File: config.mk
export PLATFORM = sky130hd
export DESIGN_NAME = obstacle_speed_ctrl
export DESIGN_NICKNAME = d
export VERILOG_FILES = /design/src/rtl/obstacle_speed_ctrl.sv
export SDC_FILE = /design/constraint.sdc
export NUM_CORES = 1
export LEC_CHECK = 0
export CORE_UTILIZATION = 40
export DETAILED_ROUTE_END_ITERATION = 10
export HOLD_SLACK_MARGIN = 0.03
export PLACE_DENSITY = 0.82
export SLEW_MARGIN = 20
export SYNTH_ARGS = -nofsm -noshare
export SYNTH_HDL_FRONTEND = slang
export SYNTH_SLANG_ARGS = --single-unit
export TNS_END_PERCENT = 30
File: constraint.sdc
create_clock -name clk -period 2 [get_ports clk]
set_clock_uncertainty 0.05 [all_clocks]
set_input_delay 0.5 -clock clk [delete_from_list [all_inputs] [get_ports clk]]
set_output_delay 0.5 -clock clk [all_outputs]
set_load 0.02 [all_outputs]
File: src/rtl/obstacle_speed_ctrl.sv
`default_nettype none
// ============================================================================
//  Module   : obstacle_speed_ctrl
//  Purpose  : Sets how many pixels the obstacles advance on each 60 Hz game
//             tick. A speed level rises each time the hundreds digit of the
//             BCD score changes, saturating at MAX_LEVEL. A 1/16-pixel
//             fractional accumulator turns the per-level increment into a
//             smooth whole-pixel advance count.
//  Ports    : clk, rst             - clock, synchronous active-high reset
//             i_game_tick          - one-cycle 60 Hz tick pulse
//             i_game_start_pulse   - one-cycle pulse, new game begins
//             i_game_frozen        - high while game over / paused
//             i_score[15:0]        - BCD score, [15:12] thousands
//             o_move_valid         - one-cycle pulse, o_move_px valid
//             o_move_px[1:0]       - pixels to advance this tick
//             o_level              - current speed level
//             o_running            - high in the RUN state
//  Revision : 1.0 - initial release
// ============================================================================
module obstacle_speed_ctrl #(
  parameter int LEVEL_BITS = 3,
  parameter int MAX_LEVEL  = 7,
  parameter int BASE_INC   = 16,
  parameter int LEVEL_INC  = 4
) (
  input  logic                  clk,
  input  logic                  rst,
  input  logic                  i_game_tick,
  input  logic                  i_game_start_pulse,
  input  logic                  i_game_frozen,
  input  logic [15:0]           i_score,
  output logic                  o_move_valid,
  output logic [1:0]            o_move_px,
  output logic [LEVEL_BITS-1:0] o_level,
  output logic                  o_running
);

  localparam logic [1:0] ST_IDLE   = 2'd0;
  localparam logic [1:0] ST_RUN    = 2'd1;
  localparam logic [1:0] ST_FROZEN = 2'd2;

  logic [1:0]            state;
  logic [LEVEL_BITS-1:0] level;
  logic [3:0]            frac;
  logic [3:0]            prev_digit;
  logic                  move_valid;
  logic [1:0]            move_px;
  logic                  running;

  logic [5:0]            inc;
  logic [5:0]            sum;
  logic                  level_up;

  // Tens and units digits do not affect speed.
  logic                  unused_score_low;
  assign unused_score_low = ^i_score[7:0];

  // Increment uses the level register as it stands, so a level-up in the
  // same cycle as a tick only affects later ticks.
  assign inc = 6'(BASE_INC) + 6'(LEVEL_INC) * 6'(level);
  assign sum = {2'b00, frac} + inc;

  // Any change of the hundreds digit is a level-up, except when the upper
  // two digits are zero: that is a score cleared to 0000, not progress.
  // The 0999 -> 1000 rollover still counts because the thousands digit is set.
  assign level_up = (i_score[11:8] != prev_digit) &&
                    (i_score[15:8] != 8'h00) &&
                    (level != LEVEL_BITS'(MAX_LEVEL));

  always_ff @(posedge clk) begin
    if (rst) begin
      state      <= ST_IDLE;
      level      <= '0;
      frac       <= '0;
      prev_digit <= '0;
      move_valid <= 1'b0;
      move_px    <= '0;
      running    <= 1'b0;
    end else begin
      prev_digit <= i_score[11:8];
      move_valid <= 1'b0;
      if (i_game_start_pulse) begin
        // Start beats freeze and swallows any tick in the same cycle.
        state   <= ST_RUN;
        running <= 1'b1;
        level   <= '0;
        frac    <= '0;
      end else if (state == ST_RUN) begin
        if (i_game_frozen) begin
          state   <= ST_FROZEN;
          running <= 1'b0;
        end else if (i_game_tick) begin
          move_valid <= 1'b1;
          move_px    <= sum[5:4];
          frac       <= sum[3:0];
        end
        if (level_up) begin
          level <= level + 1'b1;
        end
      end
      // IDLE and FROZEN hold everything until a start pulse.
    end
  end

  assign o_move_valid = move_valid;
  assign o_move_px    = move_px;
  assign o_level      = level;
  assign o_running    = running;

endmodule
`default_nettype wire

# Word level (Yosys, flattened, before mapping)
# Index checks and enable logic that the tools add are counted.
[totals] ff_bits=17 inputBits=21 output_inout_bits=7 ram_bits=0 romBits=0 latchBits=0 memories=0
[op_classes] n_addsub=3 bitwise_logic=3 muxes=7 n_lt_le_gt_ge=0 eq_ne=3 n_shift=0 reduce_logical=12 div=0 n_mul=0
[ops] op="8-bit nonzero test" n=1
[ops] op="1-bit 2-to-1 mux" n=7
[ops] op="4-bit by 6-bit adder with 6-bit output" n=1
[ops] op="5-bit by 5-bit adder with 6-bit output, first input constant" n=1
[ops] op="2-bit AND reduction" n=3
[ops] op="4-bit != test" n=1
[ops] op="4-bit AND reduction" n=1
[ops] op="2-bit nonzero test" n=2
[ops] op="4-bit OR reduction" n=1
[ops] op="3-bit by 1-bit adder with 3-bit output, second input constant" n=1
[ops] op="3-bit != test, second input constant" n=1
[ops] op="1-bit NOT" n=3
[ops] op="3-bit AND reduction" n=1
[ops] op="2-bit by 1-bit equality test with 1-bit output, second input constant" n=1
[ops] op="1-bit logical AND" n=2
[ops] op="2-bit OR reduction" n=1

# Longest topological paths before layout
[logic_depth] depth_word=4 mapped_depth=6

# Worst setup path after synthesis
# No wires, ideal clock.
[synth_timing] path_type="register -> register" start="register level[0] (netlist: o_level[0])" end="register level[0] (netlist: o_level[0])" path_stages_with_launch=7 setup_slack_ns=0.322 setup_time_ns=0.070 n_path_buf=0 synth_period_minus_slack_ns=1.678 arrival_time_ns=1.558 cell_sequence="dfxtp_1 -> ha_1 -> ha_1 -> nor3b_1 -> o21ai_2 -> or3_1 -> a21oi_1"
[synth_between] elab_chain_len=3 word_cells_on_any_way=4 classes_between="add/sub: 1; eq/ne: 1; reduce/logical: 2"
[synth_rtl] item="start, declared" line_no="43" source="logic [LEVEL_BITS-1:0] level;"
[synth_rtl] item="start signal, assigned" line_no="98" source="level <= level + 1'b1;"
[synth_rtl] item="parallel branches: the longest is 3 deep, another holds 3-bit by 1-bit adder with 3-bit output"
# Several ways; the timed one is not identified.
# A chain may end at the register's enable or synchronous reset.

# Final worst setup path
[layout_timing] start="register level[2] (netlist: o_level[2])" end="output o_level[2]"
[layout_lines] item="end, declared" line_no="34" source="output logic [LEVEL_BITS-1:0] o_level,"
# No word-level cell between the ends.

==> results.md <==
- Status: completed
- Post-synthesis sequential area ratio: 0.4291
- Number of buffers created by CTS: 3
- Util after Layout: 0.5936
- Main combinational cell family by area after synthesis: simple AND/OR/NAND/NOR gates
- Buffer depth of the longest clock path: 2
- Simple-gate share of the synthesized area: 0.2261
- Number of antenna violations at the first check in global routing: 0
- Critical Setup Path Class: register to output pin
- Static power due to leakage: approximately 0.33 nW
- Max stage delay cell, worst path: sky130_fd_sc_hd__clkdlybuf4s50_1
- Sink Count: 14
- Post-Synthesis Cell Area: roughly 650 sq um
- Worst path bufs/invs: 1
- Worst Setup End Kind: output pin
- Starting utilization of the core area: 0.4286
- Growth of design area from synthesis to finish: 38.51%
- Net total in the final layout: about 120
- Tightest slew margin relative to the limit: 0.7923
- Adder-Cell Fraction of Synth Area: 0.1073
- Global-route wire length before repair: approximately 2.1 mm
- RD Place Congestion: approximately 0.75
- Synth Area in Compound Gates: 0.1322
- Family with the most delay on the worst path: buffers and inverters
- Synth unique cells: 24
- Maximum resistive drop on vdd: 0.0004224 V
- Die Height: 42.41 microns
- Drt total wl: approximately 1.2 mm
- Total nets after synthesis: roughly 90
- Portion of total power attributed to sequential cells: 0.554
- Startpoint type of the worst setup path: register
- Final ANT Viol Nets: 0
- Depth of the CTS H-tree: 1
- Synthesis warning total: 0
- Clock slew at reported path FFs: approximately 80 ps
- Count of TritonRoute iterations in the first routing pass: 4
- Number of register bits inferred by synthesis: 14
- Wire length per cell: 10.88 microns
- Clock period minus final worst setup slack: between 1500 and 2000 ps
- Core region area: ~1500 sq um
- Met2 wire length: about 600 microns
- Peak clock frequency supported by timing: between 500 and 600 MHz
- Clock tree root buffer cell: sky130_fd_sc_hd__clkbuf_4
- Share of power burned in combinational logic: 0.153
- Total instance count after detailed placement: 103
- DRC violation count after routing: 0
- Maximum fanout along the worst path: 5
- Count of buffers from port buffering: 19
- Internal power: a little over 0.4 mW
- Sw Pwr: roughly 0.12 mW
- Clk_lat worst skew: around 280 ps
- Global-route usage over all layers: 0.1521
- Core Rows: 14
- Top library cells by usage in the layout, fill and taps aside: sky130_fd_sc_hd__clkdlybuf4s50_1, sky130_fd_sc_hd__dfxtp_1, sky130_fd_sc_hd__nor2_1
- Number of maximum-capacitance violations: 0
- Number of DRC violations after detailed-routing iteration 0: 5
- Clock network fraction of total power: 0.293
- Die X: around 42 microns
- DIE AREA: between 1500 and 2000 sq um
- Finish-stage setup viols: 0
- Number of cells in the finished layout apart from fillers: roughly 110
- Detailed-route vias per instance: approximately 5.2
- Pwr Total: approximately 0.53 mW
- Data required time at the worst endpoint: 1450 ps
- Final-report hold violation count: 0
- Worst-Margin Slew: roughly 310 ps
- Maximum number of pins on one net before global-route repair: 8
- Met1 WL: approximately 460 microns
- Number of primary I/O pins: 28
- Count of filler cells inserted in the layout: 139
- Total number of vias: about 560
- Mean area per synthesized cell: 9.896 sq um
- Number of hold buffers added after cts: 0
- Share of the clock period used by the worst path after layout: 0.9334
- Switching Fraction: 0.2324
- Number of instances resized during post-cts repair: 0
- Setup repair after global routing missed its margin: no
- Most common library cell in the layout ignoring fill and taps: sky130_fd_sc_hd__clkdlybuf4s50_1
- TritonCTS clock tree: done
- Number of post-CTS setup repair buffers: 0
- Power density normalized to cell area: 584.4 nW/um^2
- Sum of overflow across all layers after global routing: 0
- Final design area excluding fillers: 904.6 sq um
- Mux share of post-synthesis cell area: 0.01533
- Crit path cell chain: clkdlybuf4s50_1
- # diodes: 0
- Ratio of cells with drive above 1 in the final layout: 0.1111
- Hold Path Class: register to register
- Largest incremental delay on the critical path: ~630 ps
- Post-Syn Instances: 66
- Xor/xnor cell area share of the yosys netlist: 0.06705
- Top routing layer in use: met4
- Number of global-route vias before repair: between 500 and 600
- Detailed placer's ending HPWL: slightly below 1 mm
- Final Max Tran Viols: 0
- Placement Cell Area: a little under 900 sq um
- Met3 wire length: roughly 84 microns
- Arrival time reported for the critical path endpoint: 1320 ps
[path summary, 6_finish.rpt]
kind | startpoint | slack (ps) | endpoint | depth (start not counted)
worst max-delay path | o_level[2] | 130 | o_level[2] | 1
worst min-delay path | o_move_px[1] | 450 | o_move_px[1] | 2
worst max register to register | o_level[0] | 270 | o_level[0] | 6
worst min register to register | o_move_px[1] | 450 | o_move_px[1] | 2
[sequential cells by signal (all words and copies together) (netlist names)]
| signal | cells |
|---|---|
| frac | 2 |
| o_move_px | 2 |
| o_level | 3 |
| o_move_valid | 1 |
| state | 2 |
| prev_digit | 4 |
[power groups by stage]
| stage | clock (mW) | sequential, mW | combinational [mW] |
|---|---|---|---|
| detailed placement | 0 | 0.300 | 0.0814 |
| finish | 0.155 | 0.293 | 0.0806 |
| CTS | 0.161 | 0.293 | 0.0818 |
| global placement | 0 | 0.299 | 0.0793 |
| floorplan | 0 | 0.303 | 0.0319 |
| global route | 0.173 | 0.294 | 0.0890 |
[area by class of cell]
cell class | instances | area [sq um] | area share
timing repair buffer | 22 | 212.7 | 0.2351
multi-input combinational | 48 | 357.8 | 0.3956
clock buffer | 3 | 22.52 | 0.02490
inverter | 3 | 11.26 | 0.01245
tap | 16 | 20.02 | 0.02213
sequential | 14 | 280.3 | 0.3098
[Yosys cell counts (all sizes together)]
library cell  instances  area [sq um]
a211oi                4         30.03
a21oi                 5         25.02
and2b                 1         7.510
and4                  1         8.760
and4bb                1         12.51
clkbuf                1         3.750
dfxtp                14         280.3
fa                    1         20.02
ha                    4         50.05
inv                   3         11.26
mux2i                 1         10.01
nand2b                1         6.260
nand3                 2         10.01
nand4                 1         6.260
nor2                  6         22.52
nor2b                 5         31.28
nor3b                 1         7.510
o21a                  1         7.510
o21ai                 4         23.77
or2                   1         6.260
or3                   1         6.260
or4                   2         22.52
xnor2                 5         43.79
[routing by layer]
layer  up-vias  GRT usage
met3         2    0.06897
met5         -          0
met2        21     0.2615
li1        282          -
met4         0    0.05625
met1       250     0.1618
[stage by stage]
step | setup TNS, ps | setup WS [ps] | hold WS, ps
4_1_cts | 0 | 118.2 | 453.3
2_1_floorplan | 0 | 321.6 | 414.6
5_1_grt | 0 | 56.17 | 469.7
3_5_place_dp | -58.45 | -26.26 | 442.5
3_3_place_gp | -13.08 | -12.62 | 430.4
6_report | 0 | 133.3 | 450.0
[worst reg2reg max path, stage by stage (launching register included)]
cell                      delay [ps]
sky130_fd_sc_hd__dfxtp_1         350
sky130_fd_sc_hd__ha_1            210
sky130_fd_sc_hd__ha_1            170
sky130_fd_sc_hd__nor3b_1         290
sky130_fd_sc_hd__o21ai_2         130
sky130_fd_sc_hd__or3_1           320
sky130_fd_sc_hd__a21oi_1         140
[cells by family after synthesis]
| family | Yosys count |
|---|---|
| AOI/OAI and AO/OA | 14 |
| adders and majority gates | 5 |
| xor gates and xnor gates | 5 |
| muxes | 1 |
| buffers and inverters | 4 |
| and+or+nand+nor | 23 |
| DFF | 14 |
(Power assumes the default switching activity.)
